### src/rtl/dlx_pkg.sv
// Shared definitions for the DLX memory-access path.
//   MOP_* : MemOP size encodings driven by the control unit.
//   mem_state_e : state encoding of the memory-access controller.
//   mop_fault() : alignment/legality check for a requested access.
package dlx_pkg;

  localparam logic [1:0] MOP_WORD = 2'b00;
  localparam logic [1:0] MOP_HALF = 2'b01;
  localparam logic [1:0] MOP_BYTE = 2'b10;
  localparam logic [1:0] MOP_ILL  = 2'b11;

  typedef enum logic [1:0] {
    StIdle   = 2'd0,
    StAccess = 2'd1,
    StDone   = 2'd2
  } mem_state_e;

  // True when the size encoding is illegal or the byte offset is not
  // naturally aligned for that size.
  function automatic logic mop_fault(logic [1:0] op, logic [1:0] offset);
    logic bad;
    bad = 1'b0;
    case (op)
      MOP_WORD: bad = |offset;
      MOP_HALF: bad = offset[0];
      MOP_BYTE: bad = 1'b0;
      default:  bad = 1'b1;
    endcase
    return bad;
  endfunction

endpackage

### src/rtl/dlx_mem_lane.sv
// Big-endian lane steering for the DLX memory path (purely combinational).
//   mem_op     : access size (MOP_WORD / MOP_HALF / MOP_BYTE)
//   mem_signed : 1 = sign-extend narrow loads, 0 = zero-extend
//   offset     : byte offset within the word (addr[1:0])
//   st_data    : right-justified store data
//   ld_raw     : raw 32-bit word returned by memory
//   be         : byte enables, bit 3 covers bits 31:24
//   st_lane    : store data replicated into every lane of its size
//   ld_data    : load data extracted from the selected lane and extended
module dlx_mem_lane
  import dlx_pkg::*;
(
  input  logic [1:0]  mem_op,
  input  logic        mem_signed,
  input  logic [1:0]  offset,
  input  logic [31:0] st_data,
  input  logic [31:0] ld_raw,
  output logic [3:0]  be,
  output logic [31:0] st_lane,
  output logic [31:0] ld_data
);

  logic [15:0] half_sel;
  logic [7:0]  byte_sel;

  always_comb begin
    be       = 4'b0000;
    st_lane  = 32'h0;
    ld_data  = 32'h0;
    half_sel = 16'h0;
    byte_sel = 8'h0;
    case (mem_op)
      MOP_WORD: begin
        be      = 4'b1111;
        st_lane = st_data;
        ld_data = ld_raw;
      end
      MOP_HALF: begin
        // Offset 0 is the most significant halfword (big-endian).
        be       = offset[1] ? 4'b0011 : 4'b1100;
        half_sel = offset[1] ? ld_raw[15:0] : ld_raw[31:16];
        st_lane  = {2{st_data[15:0]}};
        ld_data  = {{16{mem_signed & half_sel[15]}}, half_sel};
      end
      MOP_BYTE: begin
        be = 4'b1000 >> offset;
        case (offset)
          2'd0:    byte_sel = ld_raw[31:24];
          2'd1:    byte_sel = ld_raw[23:16];
          2'd2:    byte_sel = ld_raw[15:8];
          default: byte_sel = ld_raw[7:0];
        endcase
        st_lane = {4{st_data[7:0]}};
        ld_data = {{24{mem_signed & byte_sel[7]}}, byte_sel};
      end
      default: ;
    endcase
  end

endmodule

### src/rtl/dlx_mem_ctrl.sv
// Memory-access controller between the DLX control unit and a single-port,
// fixed-latency synchronous memory. One access per request; MemWait holds the
// control unit while the access is in flight.
//   clock, Reset        : system clock, asynchronous active-high reset
//   MemRead, MemWrite   : level request from the control unit
//   MemOP, MemSigned    : access size and load extension mode
//   addr, wdata         : byte address (low AW bits used), right-justified data
//   MemWait             : control unit must hold its stage
//   rdata               : extended load data, valid from the DONE cycle
//   MemFault            : one-cycle pulse for misaligned/illegal requests
//   mem_*               : memory-side enable, write enable, word address,
//                         byte enables, steered write data, read data
module dlx_mem_ctrl
  import dlx_pkg::*;
#(
  parameter int unsigned WAIT_STATES = 2,
  parameter int unsigned AW          = 16
) (
  input  logic          clock,
  input  logic          Reset,
  input  logic          MemRead,
  input  logic          MemWrite,
  input  logic [1:0]    MemOP,
  input  logic          MemSigned,
  input  logic [31:0]   addr,
  input  logic [31:0]   wdata,
  output logic          MemWait,
  output logic [31:0]   rdata,
  output logic          MemFault,
  output logic          mem_en,
  output logic          mem_we,
  output logic [AW-3:0] mem_addr,
  output logic [3:0]    mem_be,
  output logic [31:0]   mem_wdata,
  input  logic [31:0]   mem_rdata
);

  localparam logic [3:0] WcntInit = 4'(WAIT_STATES - 1);

  mem_state_e    state_q;
  logic [3:0]    wcnt_q;
  logic [AW-1:0] addr_q;
  logic [1:0]    op_q;
  logic          sgn_q;
  logic          we_q;
  logic [3:0]    be_q;
  logic [31:0]   wdata_q;
  logic [31:0]   rdata_q;

  logic        in_idle;
  logic        req;
  logic        fault;
  logic        accept;
  logic [1:0]  lane_op;
  logic        lane_sgn;
  logic [1:0]  lane_off;
  logic [3:0]  lane_be;
  logic [31:0] lane_st;
  logic [31:0] lane_ld;

  // Upper address bits are outside the memory window.
  logic unused_addr;
  assign unused_addr = ^addr[31:AW];

  assign in_idle = (state_q == StIdle);
  assign req     = MemRead | MemWrite;
  assign fault   = (MemRead & MemWrite) | mop_fault(MemOP, addr[1:0]);
  assign accept  = in_idle & req & ~fault;

  // The single lane unit steers the incoming request while idle and extracts
  // load data from the latched request once the access is under way.
  assign lane_op  = in_idle ? MemOP     : op_q;
  assign lane_sgn = in_idle ? MemSigned : sgn_q;
  assign lane_off = in_idle ? addr[1:0] : addr_q[1:0];

  dlx_mem_lane u_lane (
    .mem_op     (lane_op),
    .mem_signed (lane_sgn),
    .offset     (lane_off),
    .st_data    (wdata),
    .ld_raw     (mem_rdata),
    .be         (lane_be),
    .st_lane    (lane_st),
    .ld_data    (lane_ld)
  );

  always_ff @(posedge clock or posedge Reset) begin
    if (Reset) begin
      state_q <= StIdle;
      wcnt_q  <= 4'd0;
      addr_q  <= '0;
      op_q    <= MOP_WORD;
      sgn_q   <= 1'b0;
      we_q    <= 1'b0;
      be_q    <= 4'b0000;
      wdata_q <= 32'h0;
      rdata_q <= 32'h0;
    end else begin
      case (state_q)
        StIdle: begin
          if (accept) begin
            addr_q  <= addr[AW-1:0];
            op_q    <= MemOP;
            sgn_q   <= MemSigned;
            we_q    <= MemWrite;
            be_q    <= lane_be;
            wdata_q <= lane_st;
            wcnt_q  <= WcntInit;
            state_q <= StAccess;
          end
        end
        StAccess: begin
          if (wcnt_q == 4'd0) begin
            if (!we_q) rdata_q <= lane_ld;
            state_q <= StDone;
          end else begin
            wcnt_q <= wcnt_q - 4'd1;
          end
        end
        // A request still held here is the one just completed.
        StDone:  state_q <= StIdle;
        default: state_q <= StIdle;
      endcase
    end
  end

  // Gated by Reset so the control unit is released as soon as reset hits,
  // even if it keeps its request asserted.
  assign MemWait  = ~Reset & (accept | (state_q == StAccess));
  assign MemFault = ~Reset & in_idle & req & fault;

  assign mem_en    = (state_q == StAccess);
  assign mem_we    = mem_en & we_q;
  assign mem_be    = mem_en ? be_q : 4'b0000;
  assign mem_addr  = addr_q[AW-1:2];
  assign mem_wdata = wdata_q;
  assign rdata     = rdata_q;

endmodule

### config.mk
export PLATFORM = sky130hd
export DESIGN_NAME = dlx_mem_ctrl
export DESIGN_NICKNAME = d
export VERILOG_FILES = /design/src/rtl/dlx_pkg.sv /design/src/rtl/dlx_mem_lane.sv /design/src/rtl/dlx_mem_ctrl.sv
export SDC_FILE = /design/constraint.sdc
export NUM_CORES = 1
export LEC_CHECK = 0
export ABC_AREA = 1
export BUFFER_PORTS_ARGS = -buffer_cell sky130_fd_sc_hd__buf_2
export CORE_AREA = 2 2 107 130
export CTS_CLUSTER_DIAMETER = 60
export CTS_CLUSTER_SIZE = 25
export DETAILED_ROUTE_END_ITERATION = 8
export DIE_AREA = 0 0 109 132
export HOLD_SLACK_MARGIN = 0.06
export PLACE_DENSITY_LB_ADDON = 0.05
export SLEW_MARGIN = 10
export SYNTH_ARGS = -nofsm -noshare
export SYNTH_HDL_FRONTEND = slang
export SYNTH_SLANG_ARGS = --single-unit
### constraint.sdc
create_clock -name clock -period 3.35 [get_ports clock]
set_input_delay 0.5025 -clock clock [delete_from_list [all_inputs] [get_ports clock]]
set_output_delay 0.5025 -clock clock [all_outputs]
set_load 0.05 [all_outputs]
==> impl_metrics.env, run 1 <==
export IMPL_status="finished clean"
export IMPL_p_leak_nw=3.49
export IMPL_grt_use_total_pct=20.5
export IMPL_core_rowCount=46
export IMPL_area_growth_pct=26.1
export IMPL_fp_dieW_um=109
export IMPL_worstReg2RegEnd="be_q[2]"
export IMPL_regToRegStartpoint="state_q[0]"
export IMPL_insertion_delay_ns=0.35
export IMPL_fin_worst_skew_ns=0.00547
export IMPL_synth_top_family_by_area="simple AND/OR/NAND/NOR gates"
export IMPL_clk_pin_slew_ns=0.07
export IMPL_min_to="addr_q[2]"
export IMPL_die_area_um2=14400
export IMPL_cts_root_buf="clkbuf_16"
export IMPL_rrSetupSlack_ns=1.08
export IMPL_wl_met1_um=5790
export IMPL_cts_max_level=3
export IMPL_cts_hold_buf=0
export IMPL_yosys_warnings=0
export IMPL_post_synth_num_cell_types=26
export IMPL_synth_area_per_cell_um2=7.42
export IMPL_post_dp_hpwl_um=10600
export IMPL_via_per_inst=4.73
export IMPL_routed_wl_met3_um=1030
export IMPL_wl_per_cell_um=14.7
export IMPL_yosysSeqAreaShare_pct=49.2
export IMPL_max_freq_ghz=0.382
export IMPL_drv_cap=0
export IMPL_power_mw=7.32
export IMPL_crit_type="flop to output port"
export IMPL_slew_viol_final=0
export IMPL_critPathMaxFanout=19
export IMPL_synth_seq_cells=94
export IMPL_cp_start_kind="flop"
export IMPL_synth_most_common_cell="nand2_1"
export IMPL_gr_total_overflow=0
export IMPL_cts_tree="yes"
export IMPL_synthesis_area_um2=4780
export IMPL_vias=4583
export IMPL_synth_edff_count=0
export IMPL_pin_count=189
export IMPL_synth_xor_area_share_pct=0
export IMPL_finalSetupViolCount=0
export IMPL_initial_core_util_pct=36.6
export IMPL_totalNegativeSetupSlack_ns=0
export IMPL_synth_top_area_share_pct=49.2
export IMPL_antenna_found_initial=0
export IMPL_postSynthNetCount=749
export IMPL_cts_resized=0
export IMPL_powerDensity_nw_per_um2=1210
export IMPL_ys_flop_type="dfrtp_1"
export IMPL_post_route_util_pct=46.2
export IMPL_hold_slack_ns=0.344
export IMPL_wl_met2_um=7070
export IMPL_reg2regPathDepth=8
export IMPL_die_h_um=132
export IMPL_placed_area_um2=5690
export IMPL_cp_arrival_ns=2.12
export IMPL_hold_violations=0
export IMPL_yosys_area_share_simple_pct=32.1
export IMPL_hold_depth=3
export IMPL_core_area_um2=13100
export IMPL_gp_congestion=0.828
export IMPL_cts_buffers=9
export IMPL_cp_required_ns=2.85
export IMPL_grt_max_degree=62
export IMPL_drive_above_1_share_pct=27.3
export IMPL_cts_setup_buffers=0
export IMPL_slew_headroom_pct=56.6
export IMPL_nFillCells=1375
export IMPL_min_from="addr[2]"
export IMPL_grt_setup_unrepaired="no"
export IMPL_synth_mux_area_share_pct=0
export IMPL_ir_worst_vdd_mv=0.524
export IMPL_synth_area_top_cells="dfrtp_1 (49%), nand2_1 (25%), nand3_1 (4.3%), o21ai_0 (3.8%), inv_1 (3.1%)"
export IMPL_portBuffers=172
export IMPL_grt_pass1_vias=4657
export IMPL_drtPass1Iterations=6
export IMPL_wirelength_um=14200
export IMPL_synth_common_cells="nand2_1 (317), dfrtp_1 (94), nand3_1 (41)"
export IMPL_yosysTopAreaCell="dfrtp_1"
export IMPL_numClockSinks=94
export IMPL_clockBufferDepth=2
export IMPL_top_layer="met4"
export IMPL_synth_compound_area_share_pct=9.58
export IMPL_synthAdderAreaFrac_pct=0.523
export IMPL_async_flop_share_pct=100
export IMPL_num_antenna_cells=0
export IMPL_grt_pass1_wl_um=22800
export IMPL_fin_area_um2=6030
export IMPL_remaining_drc_errors=0
export IMPL_drt_initial_drc_count=248
export IMPL_ant_nets=0
export IMPL_synth_cells=644
export IMPL_max_slew_worst_pin_slew_ns=0.650
export IMPL_cp_end_kind="output port"
export IMPL_hold_class="input port to flop"
export IMPL_fin_crit_sh_pct=78.2
export IMPL_nNetsFinal=900
export IMPL_period_needed_ns=2.62
-- stage by stage --
step	cells	setup slack (ns)
3_5_place_dp	952	1.02
4_1_cts	968	0.699
5_1_grt	968	0.538
6_report	968	0.732
3_3_place_gp	952	1.05
2_1_floorplan	644	0.440
-- how the worst max path moves through the flow --
stage	end	start	slack (ns)	depth (start not counted)
finish	MemWait	state_q[0]	0.73	6
global route	MemWait	state_q[1]	0.54	6
CTS	MemWait	state_q[0]	0.70	6
detailed placement	be_q[2]	addr[1]	1.02	9
global placement	be_q[2]	addr[1]	1.05	9
floorplan	MemFault	Reset	0.44	3
-- registers in the layout, indices dropped and copies added, names as in the netlist --
signal and count:
addr_q 16, be_q 4, mem_wdata 32, op_q 2
rdata 32, sgn_q 1, state_q 2, wcnt_q 4
we_q 1
-- power breakdown --
group          switching [mW]  internal, mW
Combinational            3.22          1.02
Sequential              0.265          1.64
Clock                   0.448         0.730
Total                    3.93          3.39
-- cells in the final DEF (no fill, tap or decap), drive strengths merged --
cell / instances
a21oi: 13
buf: 179
inv: 46
clkbuf: 10
bufinv: 3
a2bb2oi: 8
clkinv: 3
nand2: 323
nor3: 1
dfrtp: 94
a31o: 8
ha: 2
o21ai: 41
nand3: 42
clkinvlp: 1
o22ai: 7
nor2: 19
-- kinds of logic (layout without fill, tap and decap cells) --
logic type | Yosys count | in the layout
DFF | 94 | 94
and+or+nand+nor | 385 | 385
adders and majority gates | 2 | 2
buffers and inverters | 86 | 242
AOI/OAI and AO/OA | 77 | 77
-- metal layers --
metal / vias to the layer above / GRT usage [%]
li1: 2314 / -
met2: 144 / 35.7
met1: 2106 / 23.7
met5: - / 0
met3: 19 / 4.89
met4: 0 / 8.26
-- layout make-up --
class	instances	area, um2	area share, %
clock buffer	10	229	3.80
clock inverter	6	109	1.80
inverter	47	180	2.99
multi-input combinational	464	2020	33.6
sequential	94	2350	39.0
tap	168	210	3.49
timing repair buffer	179	926	15.4
-- critical path, stage by stage, from the launching register on --
cell and delay, ns:
dfrtp_1 0.42, inv_1 0.10, nand2_2 0.11, a21oi_1 0.23
nand3_2 0.40, a21oi_1 0.24, buf_2 0.28
Power figures use the tool's default switching activity.
==> run 2, diff against run 1 <==
- ABC_AREA: 1 -> 0
- CORE_AREA: 2 2 107 130 -> 2 2 110 133
- DIE_AREA: 0 0 109 132 -> 0 0 112 135
- clock period: 3.35 -> 2.2 ns (I/O delays scaled with it)
==> run 2 against run 1 <==
Effect of this change:
- critical path depth is the same
- critical path type unchanged
- worst setup slack lost 0.65 ns
- total power rose by 72%
- clock power up 29%
- combinational power up 88%
- clock skew grew 0.0031 ns
- largest cell class is now multi-input gates
- final area rose by 11%
- highest routed layer unchanged
- die area is 5.1% higher
==> impl_metrics.env, run 2 <==
export IMPL_finalSetupViolCount=0
export IMPL_synth_cells=470
export IMPL_synth_area_top_cells="dfrtp_1 (47%), mux2_2 (8.5%), nand2_1 (4.7%), a22oi_1 (3.8%), mux2i_1 (3.6%)"
export IMPL_cts_buffers=9
export IMPL_final_cells=828
export IMPL_via_per_inst=5.22
export IMPL_synthesis_area_um2=5000
export IMPL_initial_core_util_pct=36.4
export IMPL_synth_common_cells="dfrtp_1 (94), nand2_1 (63), mux2_2 (38)"
export IMPL_fp_dieW_um=112
export IMPL_grt_use_total_pct=18.9
export IMPL_hold_violations=0
export IMPL_ant_nets=0
export IMPL_final_common_cell="buf_2"
export IMPL_remaining_drc_errors=0
export IMPL_die_h_um=135
export IMPL_yosysTopAreaCell="dfrtp_1"
export IMPL_slew_headroom_pct=64.4
export IMPL_core_rowCount=47
export IMPL_post_route_util_pct=48.5
export IMPL_critPathTopFamily="buffers and inverters"
export IMPL_slew_viol_final=0
export IMPL_drt_initial_drc_count=270
export IMPL_drv_cap=0
export IMPL_critPathMaxFanout=7
export IMPL_cp_end_kind="output port"
export IMPL_cts_root_buf="clkbuf_16"
export IMPL_crit_type="flop to output port"
export IMPL_wl_per_cell_um=17.7
export IMPL_max_slew_worst_pin_slew_ns=0.534
export IMPL_area_growth_pct=33.5
export IMPL_ys_flop_type="dfrtp_1"
export IMPL_nFillCells=1366
export IMPL_cts_tree="yes"
export IMPL_portBuffers=172
export IMPL_fin_crit_sh_pct=96.4
export IMPL_async_flop_share_pct=100
export IMPL_gp_congestion=0.821
export IMPL_synth_most_common_cell="dfrtp_1"
export IMPL_rrSetupSlack_ns=0.08
export IMPL_p_leak_nw=3.19
export IMPL_clk_pin_slew_ns=0.06
export IMPL_synth_area_per_cell_um2=10.6
export IMPL_max_freq_ghz=0.471
export IMPL_power_mw=12.6
export IMPL_pin_count=189
export IMPL_layout_common_cells="buf_2 (168), dfrtp_1 (92), nand2_1 (62)"
export IMPL_die_area_um2=15100
export IMPL_clockBufferDepth=2
export IMPL_num_antenna_cells=0
export IMPL_status="finished clean"
export IMPL_nNetsFinal=757
export IMPL_period_needed_ns=2.12
export IMPL_totalNegativeSetupSlack_ns=0
export IMPL_cts_max_level=3
export IMPL_synth_edff_count=0
export IMPL_core_area_um2=13800
export IMPL_path_cells="clkbuf_2, nand2b_1, buf_4, clkinvlp_4, and2_1, buf_2"
export IMPL_cp_required_ns=1.87
export IMPL_yosysSeqAreaShare_pct=47.0
export IMPL_crit_buf_inv=4
export IMPL_cp_slowest_cell="dfrtp_2"
export IMPL_ir_worst_vdd_mv=0.781
export IMPL_insertion_delay_ns=0.35
export IMPL_vias=4326
export IMPL_synth_seq_cells=94
export IMPL_gr_total_overflow=0
export IMPL_synth_top_area_share_pct=47.0
export IMPL_post_synth_num_cell_types=58
export IMPL_hold_class="input port to asynchronous set/reset pin"
export IMPL_placed_cells=794
export IMPL_fin_worst_skew_ns=0.00855
export IMPL_regToRegStartpoint="state_q[1]"
export IMPL_antenna_found_initial=0
export IMPL_reg2regPathDepth=6
export IMPL_grt_pass1_wl_um=22500
export IMPL_cp_arrival_ns=1.79
export IMPL_worstReg2RegEnd="rdata[30]"
export IMPL_powerDensity_nw_per_um2=1880
export IMPL_postSynthNetCount=575
export IMPL_cp_start_kind="flop"
export IMPL_wirelength_um=14600
export IMPL_grt_pass1_vias=4287
export IMPL_yosys_warnings=0
export IMPL_post_dp_hpwl_um=10400
export IMPL_numClockSinks=94
export IMPL_drtPass1Iterations=4
export IMPL_cpPeakStageDelay_ns=0.47
export IMPL_grt_max_degree=95
export IMPL_drive_above_1_share_pct=47.8
## run 2: cell families after synthesis
logic type	Yosys count	share of synthesized area (%)
AO/OA/AOI/OAI	139	21.3
XOR/XNOR	2	0.350
adder cells (fa/ha/maj)	2	0.500
buffers and inverters	52	6.27
flip-flops	94	47.0
multiplexers	56	12.1
AND/OR/NAND/NOR	125	12.4
## run 2: how the worst max path moves through the flow
stage / endpoint / start / slack [ns] / depth (start not counted)
floorplan: MemWait / state_q[0] / -0.02 / 7
global placement: rdata[8] / wcnt_q[0] / 0.03 / 7
detailed placement: rdata[9] / wcnt_q[0] / 0.003 / 7
CTS: MemWait / state_q[0] / 0.004 / 5
global route: mem_be[2] / state_q[0] / -0.02 / 6
finish: mem_be[2] / state_q[0] / 0.08 / 6
## run 2: tightest hold or removal path: stages
cell        delay [ns]
buf_2             0.14
clkinvlp_4        0.08
buf_12            0.40
## run 2: final cells by class
| type | instances | area [um2] | share of cell area [%] |
|---|---|---|---|
| multi-input cells | 324 | 2420 | 36.2 |
| clock inverters | 4 | 31.3 | 0.468 |
| well taps | 171 | 214 | 3.20 |
| clock buffers | 12 | 256 | 3.84 |
| repair buffers | 215 | 1370 | 20.5 |
| inverters | 8 | 37.5 | 0.562 |
| flip-flops and latches | 94 | 2350 | 35.3 |
## run 2: power by group
group	switching, mW	internal [mW]
clock	0.689	0.831
combinational	5.26	2.70
sequential	0.514	2.58
## run 2: routing by layer
metal / vias up / GRT usage [%] / wire [um]
li1: 2067 / - / -
met1: 2092 / 23.2 / 6160
met2: 154 / 32.3 / 7220
met3: 13 / 5.16 / 1040
met4: 0 / 5.89 / 209
met5: - / 0 / 0
## run 2: metrics by stage
step / cell area (um2) / setup slack [ns] / hold WS, ns
6_report: 6680 / 0.0781 / 0.173
4_1_cts: 6440 / 0.00417 / 0.200
5_1_grt: 6680 / -0.0168 / 0.200
3_5_place_dp: 6130 / 0.00337 / 0.465
3_3_place_gp: 6130 / 0.0296 / 0.458
2_1_floorplan: 5030 / -0.0233 / 0.440
## run 2: what timing repair did
item / 4_1_cts / 5_1_grt
pin swaps: 1 / 5
gates resized for setup: 5 / 22
gates cloned: 0 / 1
hold buffers: 0 / 0
setup buffers: 1 / 16
endpoints found under the setup margin: 9 / 26
==> run 3, diff against run 2 <==
--- a/config.mk
+++ b/config.mk
@@ -15,4 +15,5 @@
 export HOLD_SLACK_MARGIN = 0.06
 export PLACE_DENSITY_LB_ADDON = 0.05
+export REMOVE_ABC_BUFFERS = 1
 export SLEW_MARGIN = 10
 export SYNTH_ARGS = -nofsm -noshare
==> constraint.sdc (replaced) <==
create_clock -name clock -period 2.2 [get_ports clock]
set_input_delay 0.44 -clock clock [delete_from_list [all_inputs] [get_ports clock]]
set_output_delay 0.44 -clock clock [all_outputs]
set_load 0.05 [all_outputs]
==> run 3 against run 2 <==
Effect of this change:
- clock-buffer cell count decreased by 3
- routed wire length increased by 0.25%
- clock power decreased by 4%
- critical path depth increased by 2
- hold slack got worse by 0.068 ns
- sequential power about the same
- sequential cell count unchanged
- final area increased by 1.3%
- combinational power increased by 2%
- critical endpoint is now rdata[29]
- largest power group unchanged
- highest routed layer unchanged
==> impl_metrics.env, run 3 (synthesized netlist as in run 2, its figures left out) <==
export IMPL_status="finished clean"
export IMPL_path_cells="inv_2, ha_1, or3b_4, or3_4, a311oi_4, buf_6, buf_8, a221oi_1"
export IMPL_regToRegStartpoint="wcnt_q[0]"
export IMPL_core_area_um2=13800
export IMPL_area_growth_pct=35.2
export IMPL_num_antenna_cells=0
export IMPL_gr_total_overflow=0
export IMPL_gp_congestion=0.808
export IMPL_ant_nets=0
export IMPL_slew_headroom_pct=72.7
export IMPL_cp_slowest_cell="dfrtp_1"
export IMPL_grt_pass1_vias=4359
export IMPL_die_h_um=135
export IMPL_max_slew_worst_pin_slew_ns=0.398
export IMPL_cp_required_ns=2.43
export IMPL_cts_root_buf="clkbuf_16"
export IMPL_wl_per_cell_um=17.3
export IMPL_cp_start_kind="flop"
export IMPL_grt_use_total_pct=19.5
export IMPL_insertion_delay_ns=0.35
export IMPL_critPathTopFamily="simple AND/OR/NAND/NOR gates"
export IMPL_totalNegativeSetupSlack_ns=0
export IMPL_slew_viol_final=0
export IMPL_worstReg2RegEnd="rdata[29]"
export IMPL_ir_worst_vdd_mv=0.897
export IMPL_remaining_drc_errors=0
export IMPL_cp_end_kind="flop"
export IMPL_max_freq_ghz=0.463
export IMPL_final_common_cell="buf_2"
export IMPL_cp_depth=8
export IMPL_crit_buf_inv=3
export IMPL_drtPass1Iterations=4
export IMPL_drv_cap=0
export IMPL_grt_setup_unrepaired="yes"
export IMPL_layout_common_cells="buf_2 (170), dfrtp_1 (92), nand2_1 (62)"
export IMPL_rrSetupSlack_ns=0.04
export IMPL_cts_max_level=3
export IMPL_crit_type="flop to flop"
export IMPL_critPathMaxFanout=6
export IMPL_cts_buffers=9
export IMPL_cts_tree="yes"
export IMPL_clockBufferDepth=2
export IMPL_core_rowCount=47
export IMPL_hold_violations=0
export IMPL_register_area_um2=2350
export IMPL_via_per_inst=5.15
export IMPL_clk_pin_slew_ns=0.07
export IMPL_nFillCells=1310
export IMPL_fp_dieW_um=112
export IMPL_grt_pass1_wl_um=23200
export IMPL_hold_slack_ns=0.105
export IMPL_powerDensity_nw_per_um2=1880
export IMPL_finalSetupViolCount=0
export IMPL_cpPeakStageDelay_ns=0.40
export IMPL_grt_max_degree=64
export IMPL_cp_arrival_ns=2.39
export IMPL_numClockSinks=94
export IMPL_reg2regPathDepth=8
export IMPL_portBuffers=172
export IMPL_vias=4376
export IMPL_hold_class="input port to asynchronous set/reset pin"
export IMPL_period_needed_ns=2.16
export IMPL_post_dp_hpwl_um=10600
export IMPL_initial_core_util_pct=36.4
export IMPL_fin_worst_skew_ns=0.00562
export IMPL_p_leak_nw=3.29
export IMPL_wirelength_um=14700
export IMPL_drive_above_1_share_pct=49.3
export IMPL_multi_input_area_um2=2400
export IMPL_fin_crit_sh_pct=98.3
export IMPL_die_area_um2=15100
export IMPL_nNetsFinal=779
export IMPL_drt_initial_drc_count=183
export IMPL_pin_count=189
export IMPL_antenna_found_initial=1
==> run 3: worst reg2reg max path, delay by kind of cell (launching register included) <==
kind,cells,cell delay [ns]
fa+ha+maj,1,0.13
flops,1,0.40
simple gates,2,0.77
compound gates,2,0.37
buf+inv,3,0.39
==> run 3: routing by layer <==
layer	share of wire [%]	wire (um)	GRT usage (%)
met1	44	6470	25.4
met2	48	7060	32.2
met3	6.4	933	4.67
met4	1.4	198	6.50
met5	0	0	0
==> run 3: power by group <==
part	internal (mW)	switching [mW]	total, mW	leakage [nW]
logic	2.80	5.35	8.15	2.00
clock network	0.760	0.695	1.46	0.136
registers	2.58	0.502	3.08	1.15
total	6.14	6.55	12.7	3.29
==> run 3: final cells by class <==
cell class / instances / area share, %
Tap cell: 171 / 3.16
Inverter: 8 / 0.536
Clock inverter: 6 / 0.555
Timing Repair Buffer: 237 / 22.2
Sequential cell: 94 / 34.8
Multi-Input combinational cell: 324 / 35.5
Clock buffer: 9 / 3.33
==> run 3: timing repair <==
item | CTS | global route
endpoints found under the hold margin | 0 | 0
pin swaps | 2 | 5
gates cloned | 0 | 1
hold buffers | 0 | 0
gates resized for setup | 7 | 18
buffers inserted | 9 | 7
endpoints found under the setup margin | 28 | 39
==> run 3: worst max path at each step <==
stage / startpoint / end / slack (ns)
floorplan: state_q[0] / MemWait / -2.21
global placement: state_q[0] / rdata[29] / 0.009
detailed placement: wcnt_q[0] / rdata[3] / -0.03
CTS: state_q[0] / MemWait / 0.001
global route: state_q[1] / rdata[1] / -0.02
finish: wcnt_q[0] / rdata[29] / 0.04
==> run 3: stage by stage <==
stage / worst slack (ns) / utilization (%) / instances / power (mW) / cell area, um2
detailed placement: -0.0311 / 45.6 / 817 / 11.0 / 6270
floorplan: -2.21 / - / 426 / 8.48 / 4720
CTS: 0.00123 / 48.2 / 841 / 12.6 / 6630
finish: 0.0383 / 49.2 / 849 / 12.7 / 6770
global route: -0.0179 / 49.2 / 849 / 13.5 / 6770
global placement: 0.00880 / 45.6 / 817 / 10.9 / 6270
